$ cat src/rtl/neuron_accumulate.sv
// neuron_accumulate: sums a stream of float_24_8 products into one neuron
// pre-activation value, adds a bias, and presents the result on a
// valid/ready output. A single shared combinational float adder serves both
// the product beats and the bias. Only one dot product is in flight at a time.
module neuron_accumulate #(
  parameter int CNT_W = 16
) (
  input  logic             clk,
  input  logic             reset,
  input  logic             in_valid,
  output logic             in_ready,
  input  logic [31:0]      in_data,
  input  logic             in_last,
  input  logic [31:0]      bias_data,
  output logic             out_valid,
  input  logic             out_ready,
  output logic [31:0]      out_data,
  output logic [CNT_W-1:0] out_count
);

  typedef enum logic [1:0] {
    ST_ACC  = 2'd0,
    ST_BIAS = 2'd1,
    ST_HOLD = 2'd2
  } state_t;

  // float_24_8 add: flush zero-exponent operands to +0, truncate shifted-out
  // bits, saturate on overflow and flush underflow to +0.
  function automatic logic [31:0] fadd(input logic [31:0] a, input logic [31:0] b);
    logic [7:0]  ea, eb, el, es, d;
    logic [23:0] ma, mb, ml, ms, msh, mdiff, mnorm;
    logic [24:0] msum;
    logic        sa, sb, sl, ss, found;
    logic [4:0]  lz;
    logic signed [9:0] er;
    logic [31:0] res;
    sa = a[31];
    sb = b[31];
    ea = a[30:23];
    eb = b[30:23];
    ma = (ea == 8'd0) ? 24'd0 : {1'b1, a[22:0]};
    mb = (eb == 8'd0) ? 24'd0 : {1'b1, b[22:0]};
    // Order operands by magnitude so the subtraction never goes negative.
    if ({ea, ma} >= {eb, mb}) begin
      el = ea; ml = ma; sl = sa;
      es = eb; ms = mb; ss = sb;
    end else begin
      el = eb; ml = mb; sl = sb;
      es = ea; ms = ma; ss = sa;
    end
    d   = el - es;
    msh = (d >= 8'd25) ? 24'd0 : (ms >> d);
    msum  = 25'd0;
    mdiff = 24'd0;
    lz    = 5'd0;
    found = 1'b0;
    if (sl == ss) begin
      msum = {1'b0, ml} + {1'b0, msh};
      if (msum[24]) begin
        mnorm = msum[24:1];
        er    = $signed({2'b00, el}) + 10'sd1;
      end else begin
        mnorm = msum[23:0];
        er    = $signed({2'b00, el});
      end
    end else begin
      mdiff = ml - msh;
      for (int i = 23; i >= 0; i--) begin
        if (!found) begin
          if (mdiff[i]) begin
            found = 1'b1;
          end else begin
            lz = lz + 5'd1;
          end
        end else begin
          found = 1'b1;
        end
      end
      mnorm = mdiff << lz;
      er    = $signed({2'b00, el}) - $signed({5'd0, lz});
    end
    if (mnorm == 24'd0) begin
      res = 32'h0000_0000;
    end else if (er > 10'sd254) begin
      res = {sl, 31'h7F7F_FFFF};
    end else if (er <= 10'sd0) begin
      res = 32'h0000_0000;
    end else begin
      res = {sl, er[7:0], mnorm[22:0]};
    end
    return res;
  endfunction

  state_t             r_state;
  state_t             w_next_state;
  logic [31:0]        r_acc;
  logic [31:0]        r_bias;
  logic [CNT_W-1:0]   r_cnt;
  logic               r_in_ready;
  logic               r_out_valid;
  logic [31:0]        r_out_data;
  logic [CNT_W-1:0]   r_out_count;
  logic               w_accept;
  logic [31:0]        w_addend;
  logic [31:0]        w_sum;

  assign w_accept = in_valid && r_in_ready;
  assign w_addend = (r_state == ST_BIAS) ? r_bias : in_data;
  assign w_sum    = fadd(r_acc, w_addend);

  assign in_ready  = r_in_ready;
  assign out_valid = r_out_valid;
  assign out_data  = r_out_data;
  assign out_count = r_out_count;

  // State register; in_ready is registered alongside from the next state.
  always_ff @(posedge clk) begin
    if (reset) begin
      r_state    <= ST_ACC;
      r_in_ready <= 1'b1;
    end else begin
      r_state    <= w_next_state;
      r_in_ready <= (w_next_state == ST_ACC);
    end
  end

  // Next-state decode: last beat -> BIAS -> HOLD -> handshake -> ACC.
  always_comb begin
    w_next_state = r_state;
    case (r_state)
      ST_ACC: begin
        if (w_accept && in_last) begin
          w_next_state = ST_BIAS;
        end else begin
          w_next_state = ST_ACC;
        end
      end
      ST_BIAS: begin
        w_next_state = ST_HOLD;
      end
      ST_HOLD: begin
        if (r_out_valid && out_ready) begin
          w_next_state = ST_ACC;
        end else begin
          w_next_state = ST_HOLD;
        end
      end
      default: begin
        w_next_state = ST_ACC;
      end
    endcase
  end

  // Datapath: accumulate beats, add bias, hold the result until accepted.
  always_ff @(posedge clk) begin
    if (reset) begin
      r_acc       <= 32'h0000_0000;
      r_bias      <= 32'h0000_0000;
      r_cnt       <= '0;
      r_out_valid <= 1'b0;
      r_out_data  <= 32'h0000_0000;
      r_out_count <= '0;
    end else begin
      case (r_state)
        ST_ACC: begin
          if (w_accept) begin
            r_acc <= w_sum;
            if (r_cnt != {CNT_W{1'b1}}) begin
              r_cnt <= r_cnt + {{(CNT_W-1){1'b0}}, 1'b1};
            end
            if (in_last) begin
              r_bias <= bias_data;
            end
          end
        end
        ST_BIAS: begin
          r_acc       <= w_sum;
          r_out_data  <= w_sum;
          r_out_count <= r_cnt;
          r_out_valid <= 1'b1;
        end
        ST_HOLD: begin
          if (r_out_valid && out_ready) begin
            r_out_valid <= 1'b0;
            r_acc       <= 32'h0000_0000;
            r_cnt       <= '0;
          end
        end
        default: begin
          r_acc       <= 32'h0000_0000;
          r_cnt       <= '0;
          r_out_valid <= 1'b0;
        end
      endcase
    end
  end

endmodule

$ cat config.mk
export PLATFORM = sky130hd
export DESIGN_NAME = neuron_accumulate
export DESIGN_NICKNAME = d
export VERILOG_FILES = /design/src/rtl/neuron_accumulate.sv
export SDC_FILE = /design/constraint.sdc
export NUM_CORES = 1
export LEC_CHECK = 0
export CORE_MARGIN = 2
export CORE_UTILIZATION = 40
export CTS_CLUSTER_DIAMETER = 120
export DETAILED_ROUTE_END_ITERATION = 7
export GPL_ROUTABILITY_DRIVEN = 0
export PLACE_DENSITY_LB_ADDON = 0.08
export SLEW_MARGIN = 25
export SYNTH_ARGS = -nofsm -noshare
export SYNTH_HDL_FRONTEND = slang
export SYNTH_SLANG_ARGS = --single-unit
$ cat constraint.sdc
create_clock -name clk -period 67.3 [get_ports clk]
set_clock_uncertainty 0.1 [all_clocks]
set_input_delay 10.095 -clock clk [delete_from_list [all_inputs] [get_ports clk]]
set_output_delay 10.095 -clock clk [all_outputs]
set_load 0.01 [all_outputs]
; ---- Yosys cells after proc, flatten, opt, wreduce, memory -nomap -nowiden
; Cells that the tools add are included.
[word_totals]
reg_bits = 132
inputBits = 69
out_inout_bits = 50
word_cells = 232
[classes]
addsub = 29
order_cmp = 4
eq_ne = 7
shift = 2
n_mux = 168
n_bitwise = 2
n_reduce_logical = 12
[ops]
columns = op, count
row1 = $mux W5, 70
row2 = $mux W32, 6
row3 = $mux W24, 7
row4 = $add A5 B1 Y5 const B, 23
row5 = $pmux W32 S3, 1
row6 = $mux W1, 73
row7 = $mux W16, 3
row8 = $pmux W16 S3, 1
row9 = $ge A32 B32 Y1, 1
row10 = $add A24 B24 Y25, 1
row11 = $logic_not A24 Y1, 1
row12 = $shl A24 B5 Y24, 1
row13 = $shr A24 B8 Y24, 1
row14 = $sub A24 B24 Y24, 1
row15 = $add A16 B1 Y16 const B, 1
row16 = $logic_not A8 Y1, 2
row17 = $mux W8, 2
row18 = $ne A16 B16 Y1 const B, 1
row19 = $gt A10 B9 Y1 const B, 1
row20 = $le A10 B1 Y1 const B, 1
row21 = $mux W10, 1
row22 = $add A8 B1 Y9 const B, 1
row23 = $mux W9, 1
row24 = $sub A8 B5 Y9, 1
row25 = other kinds (15), 22

; ---- Depth between registers and ports, before layout
; Gate-level depths: netlist (run 1).
[logic_depth]
word_depth = 112
depth_mapped = 121

; ---- Least setup slack after synthesis (run 1)
; OpenSTA, ideal clock, no wires.
[synth_path]
kind = input to register
startpoint = in in_data[26]
endpoint = reg r_out_data[17], in the netlist out_data[17]
setup_time_ns = 0.117
arrival_time_ns = 30.475
slack_ns = 36.608
cell_stages = 113
n_path_buf = 10
path_cell_list = mux2i_1 -> nand4_1 -> nor2_1 -> clkbuf_1 -> a21oi_1 -> ha_1 -> nand2b_1 -> a21o_1 -> a21o_1 -> a21o_1 -> a21o_1 -> a21o_1 -> a21o_1 -> a21o_1 -> a211o_1 -> o211ai_1 -> a311oi_1 -> clkbuf_1 -> [77 not listed] -> nand2_1 -> xor2_1 -> nor2_1 -> xnor2_2 -> inv_1 -> buf_1 -> buf_2 -> ha_1 -> a21o_1 -> a21o_1 -> a211o_1 -> o31ai_1 -> xnor2_1 -> or3_1 -> nor4_1 -> clkbuf_1 -> o21bai_1 -> a22o_1
[synth_via]
elab_chain_cells = 109
[synth_lines]
columns = element, line_no
row1 = start: declaration, 12  ; input logic [31:0] in_data,
row2 = $mux W32 (*), 108  ; assign w_addend = (r_state == ST_BIAS) ? r_bias : in_data;
row3 = $logic_not A8 Y1, 42  ; mb = (eb == 8'd0) ? 24'd0 : {1'b1, b[22:0]};
row4 = $mux W24, 42
row5 = $ge A32 B32 Y1, 44  ; if ({ea, ma} >= {eb, mb}) begin
row6 = $mux W8, 44
row7 = $sub A8 B8 Y8, 51  ; d = el - es;
row8 = $shr A24 B8 Y24 / $ge A8 B5 Y1 (equally long branches), 52  ; msh = (d >= 8'd25) ? 24'd0 : (ms >> d);
row9 = $mux W24, 52
row10 = [93 not listed], -
row11 = $mux W5, 69  ; if (!found) begin
row12 = $mux W5, 57  ; if (sl == ss) begin
row13 = $sub A8 B5 Y9, 80  ; er = $signed({2'b00, el}) - $signed({5'd0, lz});
row14 = $mux W10, 57
row15 = $le A10 B1 Y1, 86  ; end else if (er <= 10'sd0) begin
row16 = $mux W32, 86
row17 = $mux W32, 84  ; end else if (er > 10'sd254) begin
row18 = $mux W32 (*), 82  ; if (mnorm == 24'd0) begin
row19 = end signal: assignment, 178  ; r_out_data <= w_sum;
row20 = end: declaration, 101  ; logic [31:0] r_out_data;
; Every way passes the cells marked *; elsewhere a longest branch is shown, timed or not. The select of a mux whose other input is x is not followed.
; A chain may end at the register's enable or synchronous reset.

; ---- Worst setup path after layout (run 1)
[layout_path]
startpoint = in in_data[24]
endpoint = reg r_out_data[18], in the netlist out_data[18]
; The elaborated chain is that of the path after synthesis.

==> results.txt, run 1 <==
----------------------------------------------------
[Outcome]
  Run status ... finished, violations left
  Failing checks ... DRC

[Finish]
  Filler cell count ... between 4000 and 5000
  Footprint of the flip-flops and latches ... 0.00264 mm^2
  Number of nets in the layout ... 2580
  Area taken by multi-input logic gates ... ~0.013 mm^2
  Area growth from synthesis to layout ... 13.2%
  Count of inserted antenna diode cells ... 0
  Share of cells above drive strength 1 ... a little under 6%
  Top library cells by usage in the layout, fill and taps aside ... sky130_fd_sc_hd__nand2_1 (433), sky130_fd_sc_hd__nor2_1 (212), sky130_fd_sc_hd__a21oi_1 (175)
  Most common library cell in the layout ignoring fill and taps ... sky130_fd_sc_hd__nand2_1

[Clock network]
  Clk sinks ... roughly 130
  # resized after CTS ... 0
  Hold_buf cts ... 0
  Number of setup buffers added after CTS ... 0
  Clock Latency Late Sink ... roughly 420 ps
  Level count of the clock H-tree ... 4
  Inserted Clock Buffers ... 17
  Clock slew seen by the registers of the worst setup and hold paths ... about 60 ps
  Clock tree from TritonCTS ... built
  Clock tree buffer depth ... 2
  Buffer cell driving the clock tree root ... sky130_fd_sc_hd__clkbuf_16

[Synthesis]
  Post-Synthesis Net Count ... around 2600
  Multiplexer fraction of the synthesized cell area ... roughly 8%
  Post-synthesis cell area ... 0.0165 mm^2
  Main combinational cell family by area after synthesis ... compound AO/OA/AOI/OAI gates
  Simple-gate share of the synthesized area ... 26.5%
  Register bit total from synthesis ... between 100 and 150
  Synthesized area divided by synthesized cell count ... roughly 6.9 um^2
  Share of async-settable or async-resettable flops after synthesis ... 0%
  Number of synthesized flops with an enable pin ... 0
  Cell accounting for the most synthesized area ... sky130_fd_sc_hd__dfxtp_1
  Portion of synthesized cell area occupied by the leading cell type ... 16.0%
  Area contributors post-synth ... sky130_fd_sc_hd__dfxtp_1 (16%), sky130_fd_sc_hd__nand2_1 (9.9%), sky130_fd_sc_hd__ha_1 (8.4%)
  XOR/XNOR Fraction of Synth Area ... between 8 and 9%
  Distinct cells, synth ... between 100 and 150
  Area share of fa/ha/maj cells after synthesis ... 9.03%
  Yosys Warn Count ... 0
  Compound-Gate Fraction of Synth Area ... a little over a quarter
  Most frequently used flop master after synthesis ... sky130_fd_sc_hd__dfxtp_1
  Cell count after synthesis ... around 2400
  Part of the Yosys area used for sequential elements ... about 16%

[Critical path]
  Arrival time worst endpoint ... 34460 ps
  Slack of the worst reg-to-reg path ... between 40000 and 50000 ps
  Most prevalent standard cell on the critical path ... sky130_fd_sc_hd__ha_1
  Worst EP required ... 67560 ps
  Category of the critical setup timing path ... in2reg
  Largest delay share family, worst path ... compound AO/OA/AOI/OAI gates
  Crit-path max FO ... between 40 and 50
  Delay contributed by the slowest stage of the critical path ... roughly 860 ps
  Bufs and invs on worst path ... 6
  Type of destination of the critical path ... flip-flop
  Critical Path Slowest Stage Cell ... sky130_fd_sc_hd__o41ai_1
  Kind of start point of the critical path ... input port

[Min path]
  Worst hold-check path type ... reg2reg

[Place]
  Placed wire-length estimate ... around 46000 um
  Setup slack at placement ... about 33000 ps
  Port Buf Inserts ... roughly 120

[Route]
  Routed via count divided by cell count ... 5.88
  Post-route antenna net violation count ... 0
  Average wire per standard cell ... between 15 and 20 um
  Wire length after detailed routing ... approximately 59000 um
  Detailed-route via count ... between 15000 and 20000
  DRC violation count after routing ... 1
  DRT iter0 DRCs ... 1450
  Detailed-routing iteration count for the pre-antenna-repair pass ... 7

[Timing]
  Post-route clock period utilization ... roughly half
  Setup repair after global routing missed its margin ... false
  Post-layout minimum cycle time ... 34200 ps
  Worst slew pin tran ... 997 ps
  Final Worst Setup Slack ... ~33000 ps
  Setup Total Neg Slack ... 0 ps
  Final setup violation count ... 0
  Highest attainable clock frequency ... slightly below 0.03 GHz
  Tightest slew margin relative to the limit ... 33.0%
  Number of hold-slack violations in the final timing report ... 0
  Number of pins with negative max-slew slack in the final report ... 0
  Minimum hold slack ... approximately 350 ps

[GRT]
  Antenna violations before repair ... 0
  Via count of the first global-routing pass ... roughly 16000
  Gr ovfl total ... 0
  Overall fraction of global-route tracks in use ... between 20 and 30%
  Pin count of the biggest net entering global routing ... between 90 and 100
  Global-route wire length before repair ... a little over 90000 um

[Pwr]
  Power density over cell area ... around 28 mW/mm^2
  Leakage power summed over all cells ... 0.00740 uW
  Worst vdd ir ... around 0.021 mV

[Die]
  Number of primary I/O pins ... between 100 and 150
  Core outline area ... approximately 0.041 mm^2
  Number of rows created at floorplan ... 74
  Initial core utilization ... a little over 40%
  Area of the die ... 0.0428 mm^2
  Die Y ... ~210 um
  Die outline width ... slightly above 200 um

[Run]
  Max Cap Violations ... 0

----------------------------------------------------
==> flip-flops by register name, summed over array words and instances (netlist names) <==
register	cells
r_bias	32
r_state	2
out_count	16
out_data	32
r_cnt	16
out_valid	1
r_acc	32
in_ready	1
==> routing by layer <==
| metal | up-vias | part of all wire, % | GRT usage (%) |
|---|---|---|---|
| li1 | 8510 | - | - |
| met4 | 0 | 3.3 | 9.45 |
| met3 | 94 | 4.1 | 2.21 |
| met5 | - | 0 | 0 |
| met2 | 542 | 48 | 46.9 |
| met1 | 8168 | 45 | 34.7 |
==> tightest hold or removal path: stages (launching register included) <==
cell and delay (ps):
sky130_fd_sc_hd__dfxtp_1 310, sky130_fd_sc_hd__nand2_1 50, sky130_fd_sc_hd__a21oi_1 50
==> through the flow <==
| step | total power (uW) | std cells | instance area [um^2] | utilization (%) |
|---|---|---|---|---|
| finish | 514 | 2943 | 18700 | 45.8 |
| global route | 548 | 2943 | 18700 | 45.8 |
| CTS | 510 | 2943 | 18600 | 45.8 |
| detailed placement | 403 | 2911 | 18000 | 44.2 |
| global placement | 401 | 2911 | 18000 | 44.2 |
| floorplan | 314 | 2373 | 16500 | - |
==> worst paths after layout <==
path,startpoint,to,cells past startpoint
worst max-delay path,in_data[24],out_data[18],107
worst min register to register,r_bias[31],r_bias[31],2
worst min-delay path,r_bias[31],r_bias[31],2
worst max register to register,r_state[0],out_data[18],108
==> synthesized netlist by cell type (all sizes together) (22+ instances only) <==
library cell    n
o211ai         29
dfxtp         132
buf            44
o21bai         22
and2           35
clkbuf         97
xnor2          86
nand4          26
and3           23
nand3          53
xor2           34
nor3           53
a211oi         28
a21o           50
o21ai         186
or3            22
a22o           23
ha            110
nor2          214
a21oi         176
a31oi          23
inv            88
mux2i          99
nand2         434
==> kinds of logic (layout without fill, tap and decap cells) <==
group                      count (synthesis)  in the layout
adders and majority gates                118            118
xor gates and xnor gates                 130            130
buffers and inverters                    230            268
AOI/OAI and AO/OA                        684            684
muxes                                    120            120
and+or+nand+nor                          959            959
DFF                                      132            132
==> cell type report <==
class | instances | area share, %
repair buffers | 147 | 7.47
multi-input cells | 2011 | 69.5
clock inverters | 13 | 1.17
flip-flops and latches | 132 | 14.2
inverters | 89 | 1.79
clock buffers | 19 | 2.32
well taps | 532 | 3.57
==> where the power goes <==
part	total (uW)	switching, uW	internal [uW]
Clock	105	38.4	66.5
Sequential	91.4	7.05	84.3
Combinational	317	208	110
Note: power is estimated with default switching activity, not from simulation.
==> inputs of run 2 (changes only) <==
clock period = 31.9 ns   (was 67.3 ns; I/O delays follow)
==> results.txt, run 2 (synthesis results as in run 1) <==
----------------------------------------------------
[Clock network]
  Clock tree buffer depth ... 2 (unchanged)
  Number of setup buffers added after CTS ... 0 (unchanged)
  Clock slew seen by the registers of the worst setup and hold paths ... 60 ps (about the same)
  Buffer cell driving the clock tree root ... sky130_fd_sc_hd__clkbuf_16
  Clock tree from TritonCTS ... built
  Inserted Clock Buffers ... 17 (unchanged)
  Level count of the clock H-tree ... 4 (unchanged)
  Clock Latency Late Sink ... 420 ps (about the same)
  Clk sinks ... 132 (unchanged)
  Hold_buf cts ... 0 (unchanged)
  # resized after CTS ... 0 (unchanged)

[Finish]
  Area growth from synthesis to layout ... 12.9%
  Post-layout util ... 45.7% (-0.13 points)
  Number of nets in the layout ... 2580 (unchanged)
  Share of cells above drive strength 1 ... 6.01% (+0.083 points)
  Count of inserted antenna diode cells ... 0 (unchanged)
  Filler cell count ... 4274 (-0.37%)
  Most common library cell in the layout ignoring fill and taps ... sky130_fd_sc_hd__nand2_1
  Top library cells by usage in the layout, fill and taps aside ... sky130_fd_sc_hd__nand2_1 (433), sky130_fd_sc_hd__nor2_1 (212), sky130_fd_sc_hd__a21oi_1 (175)
  Cell area after layout ... 0.0186 mm^2 (-0.28%)
  Final Instance Count excl. Fillers ... 2943 (unchanged)

[Critical path]
  Type of destination of the critical path ... flip-flop
  Arrival time worst endpoint ... 29310 ps (-5150 ps)
  Delay contributed by the slowest stage of the critical path ... 940 ps (+80 ps)
  Slack of the worst reg-to-reg path ... 5980 ps (-35620 ps)
  Total stage count of the critical path ... 108 (+0.93%)
  Critical Path Slowest Stage Cell ... sky130_fd_sc_hd__o41ai_1
  Kind of start point of the critical path ... input port
  Depth of the most critical reg-to-reg path ... 109 (+0.93%)
  Worst EP required ... 32090 ps (-35470 ps)
  Launch instance of the worst register-to-register path ... r_state[0]
  Largest delay share family, worst path ... compound AO/OA/AOI/OAI gates
  Worst setup path endpoint ... out_data[8]
  Bufs and invs on worst path ... 7 (+1)
  FF-to-FF End ... out_data[8]
  Category of the critical setup timing path ... in2reg
  Crit-path max FO ... 41 (unchanged)
  Critical path startpoint ... in_data[24]

[Route]
  Average wire per standard cell ... 19.9 um (-0.35%)
  Wire length after detailed routing ... 58400 um (-0.35%)
  DRC violation count after routing ... 0 (-1)
  Post-route antenna net violation count ... 0 (unchanged)
  Routed via count divided by cell count ... 5.89 (about the same)
  DRT iter0 DRCs ... 1471 (+1.4%)
  Detailed-routing iteration count for the pre-antenna-repair pass ... 6 (-1)
  Detailed-route via count ... 17300 (+0.058%)

[Pwr]
  Worst vdd ir ... 0.0456 mV (+120%)
  Power density over cell area ... 57.1 mW/mm^2 (+110%)
  Leakage power summed over all cells ... 0.00737 uW (-0.30%)

[Timing]
  Highest attainable clock frequency ... around 0.034 GHz
  Post-layout minimum cycle time ... 29120 ps
  Minimum hold slack ... 353 ps (-0.327 ps)
  Worst slew pin tran ... 1030 ps (+34.1 ps)
  Number of hold-slack violations in the final timing report ... 0 (unchanged)
  Setup repair after global routing missed its margin ... false
  Number of pins with negative max-slew slack in the final report ... 0 (unchanged)
  Tightest slew margin relative to the limit ... 30.4% (-2.7 points)
  Post-route clock period utilization ... 91.3%
  Final setup violation count ... 0 (unchanged)
  Setup Total Neg Slack ... 0 ps (unchanged)

[Die]
  Number of rows created at floorplan ... 74 (unchanged)
  Area of the die ... 0.0428 mm^2 (unchanged)
  Initial core utilization ... 40.4% (unchanged)
  Number of primary I/O pins ... 119 (unchanged)
  Core outline area ... 0.0407 mm^2 (unchanged)
  Die Y ... 207 um (unchanged)
  Die outline width ... 207 um (unchanged)

[GRT]
  Global-route wire length before repair ... 89900 um (-0.75%)
  Via count of the first global-routing pass ... 16100 (-0.95%)
  Antenna violations before repair ... 0 (unchanged)
  Overall fraction of global-route tracks in use ... 26.6% (-0.26 points)
  Pin count of the biggest net entering global routing ... 94 (unchanged)
  Gr ovfl total ... 0 (unchanged)

[Min path]
  Worst hold-check path type ... reg2reg
  Number of stages on the worst hold path ... 2 (unchanged)

[Place]
  Placed cell area ... 0.0180 mm^2 (unchanged)
  Placed wire-length estimate ... 46200 um (-0.47%)
  Placed Cells incl. Taps ... 2911 (unchanged)
  Port Buf Inserts ... 118 (unchanged)

[Outcome]
  Run status ... finished, final reports clean

[Run]
  Max Cap Violations ... 0 (unchanged)

----------------------------------------------------
run 2: final cells by class:
cell class                 count  area [um^2]  area share (%)
clock inverter                13          146           0.787
clock buffer                  19          453            2.44
tap                          532          666            3.58
multi-input combinational   2011        13000            69.7
sequential                   132         2640            14.2
inverter                      89          334            1.80
timing repair buffer         147         1390            7.49
run 2: worst min path at each step:
stage / from / endpoint / slack (ps)
final: r_bias[31] / r_bias[31] / 350
after global routing: r_bias[31] / r_bias[31] / 370
after CTS: r_bias[31] / r_bias[31] / 360
after detailed placement: out_data[1] / out_data[1] / 350
after global placement: out_data[29] / out_data[29] / 340
after floorplan: r_acc[1] / r_acc[1] / 320
run 2: worst min-delay path: stages, from the launching register on:
cell and delay [ps]:
sky130_fd_sc_hd__dfxtp_1 310, sky130_fd_sc_hd__nand2_1 50, sky130_fd_sc_hd__a21oi_1 50
run 2: through the flow:
stage                     setup slack [ps]  total power, uW
after CTS                             3360             1050
after global placement                3610              845
after detailed placement              3010              849
after floorplan                       6520              661
after global routing                  1450             1140
final                                 2780             1060
run 2: metal layers:
layer	global-route usage (%)	routed length, um	vias to the layer above
li1	-	-	8505
met1	34.4	25800	8176
met2	47.1	28400	570
met3	2.21	2740	73
met4	7.93	1570	0
met5	0	0	-
run 2: where the power goes:
part | leakage [uW] | switching [uW] | internal (uW)
Combinational | 0.00601 | 437 | 231
Clock | 0.000291 | 80.4 | 120
Sequential | 0.00107 | 14.8 | 178
